<file path="config.mk">
export PLATFORM = sky130hd
export DESIGN_NAME = iram_arbiter
export DESIGN_NICKNAME = d
export VERILOG_FILES = /design/src/rtl/iram_arbiter.sv
export SDC_FILE = /design/constraint.sdc
export NUM_CORES = 1
export LEC_CHECK = 0
export BUFFER_PORTS_ARGS = -buffer_cell sky130_fd_sc_hd__buf_2
export CAP_MARGIN = 10
export CORE_ASPECT_RATIO = 0.75
export CORE_MARGIN = 2
export CORE_UTILIZATION = 45
export CTS_CLUSTER_DIAMETER = 200
export DETAILED_ROUTE_END_ITERATION = 8
export PLACE_DENSITY_LB_ADDON = 0.05
export SETUP_SLACK_MARGIN = 0.02
export SLEW_MARGIN = 20
export SYNTH_ARGS = -nofsm -noshare
export SYNTH_HDL_FRONTEND = slang
export SYNTH_SLANG_ARGS = --single-unit
</file>
<file path="constraint.sdc">
create_clock -name clk -period 4.95 [get_ports clk]
set_input_delay 0.99 -clock clk [delete_from_list [all_inputs] [get_ports clk]]
set_output_delay 0.99 -clock clk [all_outputs]
set_load 0.1 [all_outputs]
</file>
<file path="src/rtl/iram_arbiter.sv">
// iram_arbiter: shares DW8051 int_mem between the core (absolute priority) and one aux requester; IRAM_ARB_WPROT_EN enables the aux write window
module iram_arbiter #(
  parameter int AW = 8,
  parameter int DW = 8,
  parameter int MAX_WAIT = 16,
  parameter int WCNT_W = 5,
  parameter logic [AW-1:0] WIN_LO = 8'h30,
  parameter logic [AW-1:0] WIN_HI = 8'h7F
) (
  input  logic          clk,
  input  logic          rst,
  input  logic [AW-1:0] core_addr,
  input  logic [DW-1:0] core_wdata,
  input  logic          core_rd_n,
  input  logic          core_we1_n,
  input  logic          core_we2_n,
  output logic [DW-1:0] core_rdata,
  output logic [AW-1:0] ram_addr,
  output logic [DW-1:0] ram_wdata,
  output logic          ram_rd_n,
  output logic          ram_we1_n,
  output logic          ram_we2_n,
  input  logic [DW-1:0] ram_rdata,
  input  logic          aux_req,
  input  logic          aux_we,
  input  logic [AW-1:0] aux_addr,
  input  logic [DW-1:0] aux_wdata,
  output logic          aux_ready,
  output logic          aux_gnt,
  output logic          aux_done,
  output logic [DW-1:0] aux_rdata,
  output logic          aux_err,
  output logic          starve,
  input  logic          starve_clr
);
  typedef enum logic [1:0] {IDLE, PEND, DONE} state_t;
`ifdef IRAM_ARB_WPROT_EN
  localparam bit PROT = 1'b1;
`else
  localparam bit PROT = 1'b0;
`endif
  localparam logic [WCNT_W-1:0] WMAX = WCNT_W'(MAX_WAIT);
  localparam logic [WCNT_W-1:0] WSET = WCNT_W'(MAX_WAIT - 1);
  state_t state_q, state_d;
  logic hold_we_q, hold_we_d;
  logic [AW-1:0] hold_addr_q, hold_addr_d;
  logic [DW-1:0] hold_wdata_q, hold_wdata_d;
  logic [DW-1:0] rdata_q, rdata_d;
  logic err_q, err_d;
  logic [WCNT_W-1:0] wcnt_q, wcnt_d;
  logic starve_q, starve_d;
  logic core_busy, in_win, wr_ok, starve_set;
  assign core_busy = ~core_rd_n | ~core_we1_n | ~core_we2_n;
  assign core_rdata = ram_rdata;
  assign in_win = (hold_addr_q >= WIN_LO) && (hold_addr_q <= WIN_HI);
  assign wr_ok = ~PROT | in_win;
  assign aux_rdata = rdata_q;
  assign aux_err = PROT & aux_done & err_q;
  assign starve = starve_q;
  // next-state, RAM mux and handshake outputs; reset forces strobes high and hides the aux port
  always_comb begin
    state_d = state_q;
    hold_we_d = hold_we_q;
    hold_addr_d = hold_addr_q;
    hold_wdata_d = hold_wdata_q;
    rdata_d = rdata_q;
    err_d = err_q;
    wcnt_d = wcnt_q;
    starve_set = 1'b0;
    aux_ready = 1'b0;
    aux_gnt = 1'b0;
    aux_done = 1'b0;
    ram_addr = core_addr;
    ram_wdata = core_wdata;
    ram_rd_n = core_rd_n;
    ram_we1_n = core_we1_n;
    ram_we2_n = core_we2_n;
    case (state_q)
      IDLE: begin
        aux_ready = 1'b1;
        if (aux_req) begin
          hold_we_d = aux_we;
          hold_addr_d = aux_addr;
          hold_wdata_d = aux_wdata;
          wcnt_d = '0;
          state_d = PEND;
        end
      end
      PEND: begin
        aux_gnt = ~core_busy;
        if (core_busy) begin
          wcnt_d = (wcnt_q == WMAX) ? wcnt_q : wcnt_q + WCNT_W'(1);
          starve_set = wcnt_q >= WSET;
        end else begin
          state_d = DONE;
          ram_addr = hold_addr_q;
          ram_wdata = hold_wdata_q;
          ram_rd_n = hold_we_q;
          ram_we1_n = ~(hold_we_q & wr_ok);
          ram_we2_n = ~(hold_we_q & wr_ok);
          rdata_d = hold_we_q ? rdata_q : ram_rdata;
          err_d = hold_we_q & ~wr_ok;
        end
      end
      DONE: begin
        aux_done = 1'b1;
        state_d = IDLE;
      end
      default: state_d = IDLE;
    endcase
    if (rst) begin
      aux_ready = 1'b0;
      aux_gnt = 1'b0;
      aux_done = 1'b0;
      ram_addr = core_addr;
      ram_wdata = core_wdata;
      ram_rd_n = 1'b1;
      ram_we1_n = 1'b1;
      ram_we2_n = 1'b1;
    end
    starve_d = starve_set | (starve_q & ~starve_clr);
  end
  // state and datapath registers
  always_ff @(posedge clk) begin
    if (rst) begin
      state_q <= IDLE;
      hold_we_q <= 1'b0;
      hold_addr_q <= '0;
      hold_wdata_q <= '0;
      rdata_q <= '0;
      err_q <= 1'b0;
      wcnt_q <= '0;
      starve_q <= 1'b0;
    end else begin
      state_q <= state_d;
      hold_we_q <= hold_we_d;
      hold_addr_q <= hold_addr_d;
      hold_wdata_q <= hold_wdata_d;
      rdata_q <= rdata_d;
      err_q <= err_d;
      wcnt_q <= wcnt_d;
      starve_q <= starve_d;
    end
  end
endmodule
</file>
# == Yosys cells after proc, flatten, opt, wreduce, memory -nomap -nowiden ==
# Cells that the tools add are included.
# totals
out_inout_bits,40
regBits,33
input_bits,48
# classes
reduce_logical,6
addsub,1
muxes,30
n_eq_ne,7
n_lt_le_gt_ge,1
bitwise,10
# ops
op,n
$mux W8,6
$mux W1,17
$mux W5,3
$pmux W5 S2,1
$ne A2 B2 Y1 const B,4
$not A1 Y1,6
$add A5 B1 Y5 const B,1
$eq A5 B5 Y1 const B,1
$ge A5 B4 Y1 const B,1
$mux W2,2
$pmux W2 S2,1
$reduce_and A2 Y1,2
$reduce_and A4 Y1,1
$or A1 B1 Y1,3
$reduce_and A3 Y1,1
$eq A2 B1 Y1 const B,1
$eq A2 B2 Y1 const B,1
$logic_not A2 Y1,1
$reduce_bool A2 Y1,1
$and A1 B1 Y1,1

# == Logic depth before layout (Yosys ltp) ==
# depth
depth_word,6
mapped_depth,7

# == Worst setup path after synthesis ==
# OpenSTA, ideal clock, no wires.
# synth_path
kind,input to output
start,input rst
end,output aux_done
arrival_time_ns,3.396
path_slack_ns,0.564
required_ns,3.960
stages,2
cell_sequence,clkbuf_1 nor3b_1
# synth_via
elab_chain_cells,1
# synth_rtl
element,line_no,rtl
start: declaration,11,"input logic rst,"
$mux W1,111,if (rst) begin
end: declaration,30,"output logic aux_done,"
# Every way passes these cells.

# == Worst setup path in the final report ==
# layout_path
start,input rst
end,output ram_addr[4]
# layout_via
elab_chain_cells,1
# layout_rtl
element,line_no,rtl
$mux W8,111,
end: declaration,18,"output logic [AW-1:0] ram_addr,"
# Every way passes these cells.

==> flow_metrics.env <==
export IMPL_post_cts_setup_buffers=0
export IMPL_rr_startpoint="wcnt_q[0]"
export IMPL_rsz0062_at_grt="false"
export IMPL_endpoint_kind="output port"
export IMPL_max_freq_ghz=0.250
export IMPL_grt_max_degree=39
export IMPL_cts_resized=0
export IMPL_clock_skew_ps=4.55
export IMPL_startpoint_type="primary input"
export IMPL_grt_usage_pct=19.9
export IMPL_start_util_pct=48.3
export IMPL_setup_violations=0
export IMPL_cap_violations=0
export IMPL_std_cell_rows=18
export IMPL_avgSynthCellArea_sq_um=7.23
export IMPL_min_from="hold_wdata_q[5]"
export IMPL_gp_congestion=0.764
export IMPL_design_area_sq_um=2120
export IMPL_synthAdderAreaFrac_pct=2.32
export IMPL_gr_total_overflow=0
export IMPL_drt_pass1_iterations=4
export IMPL_vias=1685
export IMPL_critPathArrivalTime_ps=3010
export IMPL_synth_mux_area_share_pct=4.94
export IMPL_yosys_area_share_xor_xnor_pct=0
export IMPL_die_h_um=56.0
export IMPL_coreArea_sq_um=3360
export IMPL_cts_sinks=33
export IMPL_fin_util_pct=63.2
export IMPL_syn_inst=224
export IMPL_ios=88
export IMPL_ys_async_sr_fraction_pct=0
export IMPL_num_nets_final=348
export IMPL_ys_seq_elements=33
export IMPL_period_minus_slack_ps=4000
export IMPL_yosysSeqAreaShare_pct=40.8
export IMPL_die_w_um=73.3
export IMPL_port_buffers=86
export IMPL_worstMarginPinSlew_ps=678
export IMPL_cts_buffers=5
export IMPL_area_growth_pct=30.8
export IMPL_synth_simple_area_share_pct=31.7
export IMPL_dieArea_sq_um=4100
export IMPL_cp_data_required_time_ps=3960
export IMPL_finalCritPeriodShare_pct=80.9
export IMPL_yosysWarnings=0
export IMPL_htree_levels=2
export IMPL_drive_gt1_share_pct=32.2
export IMPL_r2r_slack_ps=3210
export IMPL_hold_depth=2
export IMPL_status="finished clean"
export IMPL_hold_violations=0
export IMPL_antenna_found_initial=0
export IMPL_yosysMostFrequentCell="nand2_1"
export IMPL_power_total_w=0.000765
export IMPL_synthDistinctLibCells=31
export IMPL_insertedDiodeCount=0
export IMPL_synth_top_area_cell="dfxtp_1"
export IMPL_synth_nets=275
export IMPL_ctsHoldBuffers=0
export IMPL_drc=0
export IMPL_synth_edf_count=0
export IMPL_cts_max_path_buffers=2
export IMPL_cts_tree="yes"
export IMPL_grt_pass1_vias=1448
export IMPL_critPathKind="in -> out"
export IMPL_r2r_end="wcnt_q[4]"
export IMPL_postPlaceCellArea_sq_um=1990
export IMPL_cts_root_buf="clkbuf_8"
export IMPL_grt_pass1_wl_um=6450
export IMPL_synth_ff_type="dfxtp_1"
export IMPL_syn_cell_area_sq_um=1620
export IMPL_drtIter0Drc=59
export IMPL_min_to="hold_wdata_q[5]"
export IMPL_cts_clk_slew_worst_paths_ps=60
export IMPL_worstRegToRegCells=5
export IMPL_leakage_nw=1.10
export IMPL_clk_latency_ps=280
export IMPL_power_density_nw_per_um2=361
export IMPL_crit_fanout=38
export IMPL_slew_violations=0
export IMPL_synth_area_leaders="dfxtp_1 41%, nand2_1 19%, a21oi_1 6.8%"
export IMPL_synth_compound_area_share_pct=11.8
export IMPL_viasPerCell=4.99
export IMPL_synth_top_family_by_area="simple AND/OR/NAND/NOR gates"
export IMPL_fin_tns_setup_ps=0
export IMPL_ant_nets=0
export IMPL_yosysTopAreaCellShare_pct=40.8
export IMPL_wl_per_cell_um=11.4
export IMPL_relSlewSlack_pct=54.8
export IMPL_peakVddDrop_uv=308
export IMPL_min_path_type="reg -> reg"
export IMPL_netlist_top_cells_count="84 x nand2_1, 33 x dfxtp_1, 22 x a21oi_1"
export IMPL_place_hpwl_um=2720
export IMPL_finalWirelength_um=3860
cells in the final DEF (no fill, tap or decap), types with 4 or more instances in the layout:
cell type and instances:
clkbuf_8 5, mux2i_1 8, a21oi_1 22, dfxtp_1 33
nand4_1 4, nand2_1 84, nor2_1 12, buf_2 86
nor3_1 4, inv_1 4, o21ai_0 5
stage by stage:
step | worst slack (ps) | std cells | hold WS [ps]
2_1_floorplan | 564 | 224 | 437
3_3_place_gp | 1010 | 330 | 445
3_5_place_dp | 962 | 330 | 447
4_1_cts | 949 | 338 | 457
5_1_grt | 818 | 338 | 477
6_report | 946 | 338 | 456
worst max path at each step:
stage	start	to
6_report	rst	ram_addr[4]
5_1_grt	rst	ram_wdata[5]
4_1_cts	rst	ram_addr[4]
3_5_place_dp	rst	ram_wdata[1]
3_3_place_gp	rst	ram_addr[0]
2_1_floorplan	rst	aux_done
layout make-up:
cell class / count / area [sq um]
repair buffers: 86 / 430
multi-input cells: 166 / 826
clock buffers: 5 / 68.8
inverters: 5 / 18.8
clock inverters: 3 / 65.1
flip-flops and latches: 33 / 661
fillers: 337 / 1240
well taps: 40 / 50.0
sequential cells by signal, indices dropped and copies added (netlist names):
signal	cells
state_q	2
hold_addr_q	8
wcnt_q	5
aux_rdata	8
hold_wdata_q	8
hold_we_q	1
starve	1
critical path, stage by stage:
cell and delay, ps:
buf_2 310, or3_1 730, inv_2 350, nand2_1 110
nand2_1 70, buf_2 420
routing by layer:
| metal | GRT usage, % | routed length [um] | vias up |
|---|---|---|---|
| met2 | 29.2 | 1620 | 75 |
| met1 | 28.1 | 1860 | 733 |
| met3 | 6.16 | 366 | 2 |
| li1 | - | - | 875 |
| met5 | 0 | 0 | - |
| met4 | 5.45 | 10 | 0 |
kinds of logic after synthesis:
family,count (synthesis)
multiplexers,8
flip-flops,33
AND/OR/NAND/NOR,120
adder cells (fa/ha/maj),3
AO/OA/AOI/OAI,34
other,1
buffers and inverters,25
power breakdown:
group	switching, W	total, W	internal, W
Sequential	0.00000665	0.000283	0.000276
Clock	0.0000969	0.000297	0.000200
Combinational	0.000148	0.000185	0.0000372
Power figures use the tool's default switching activity.
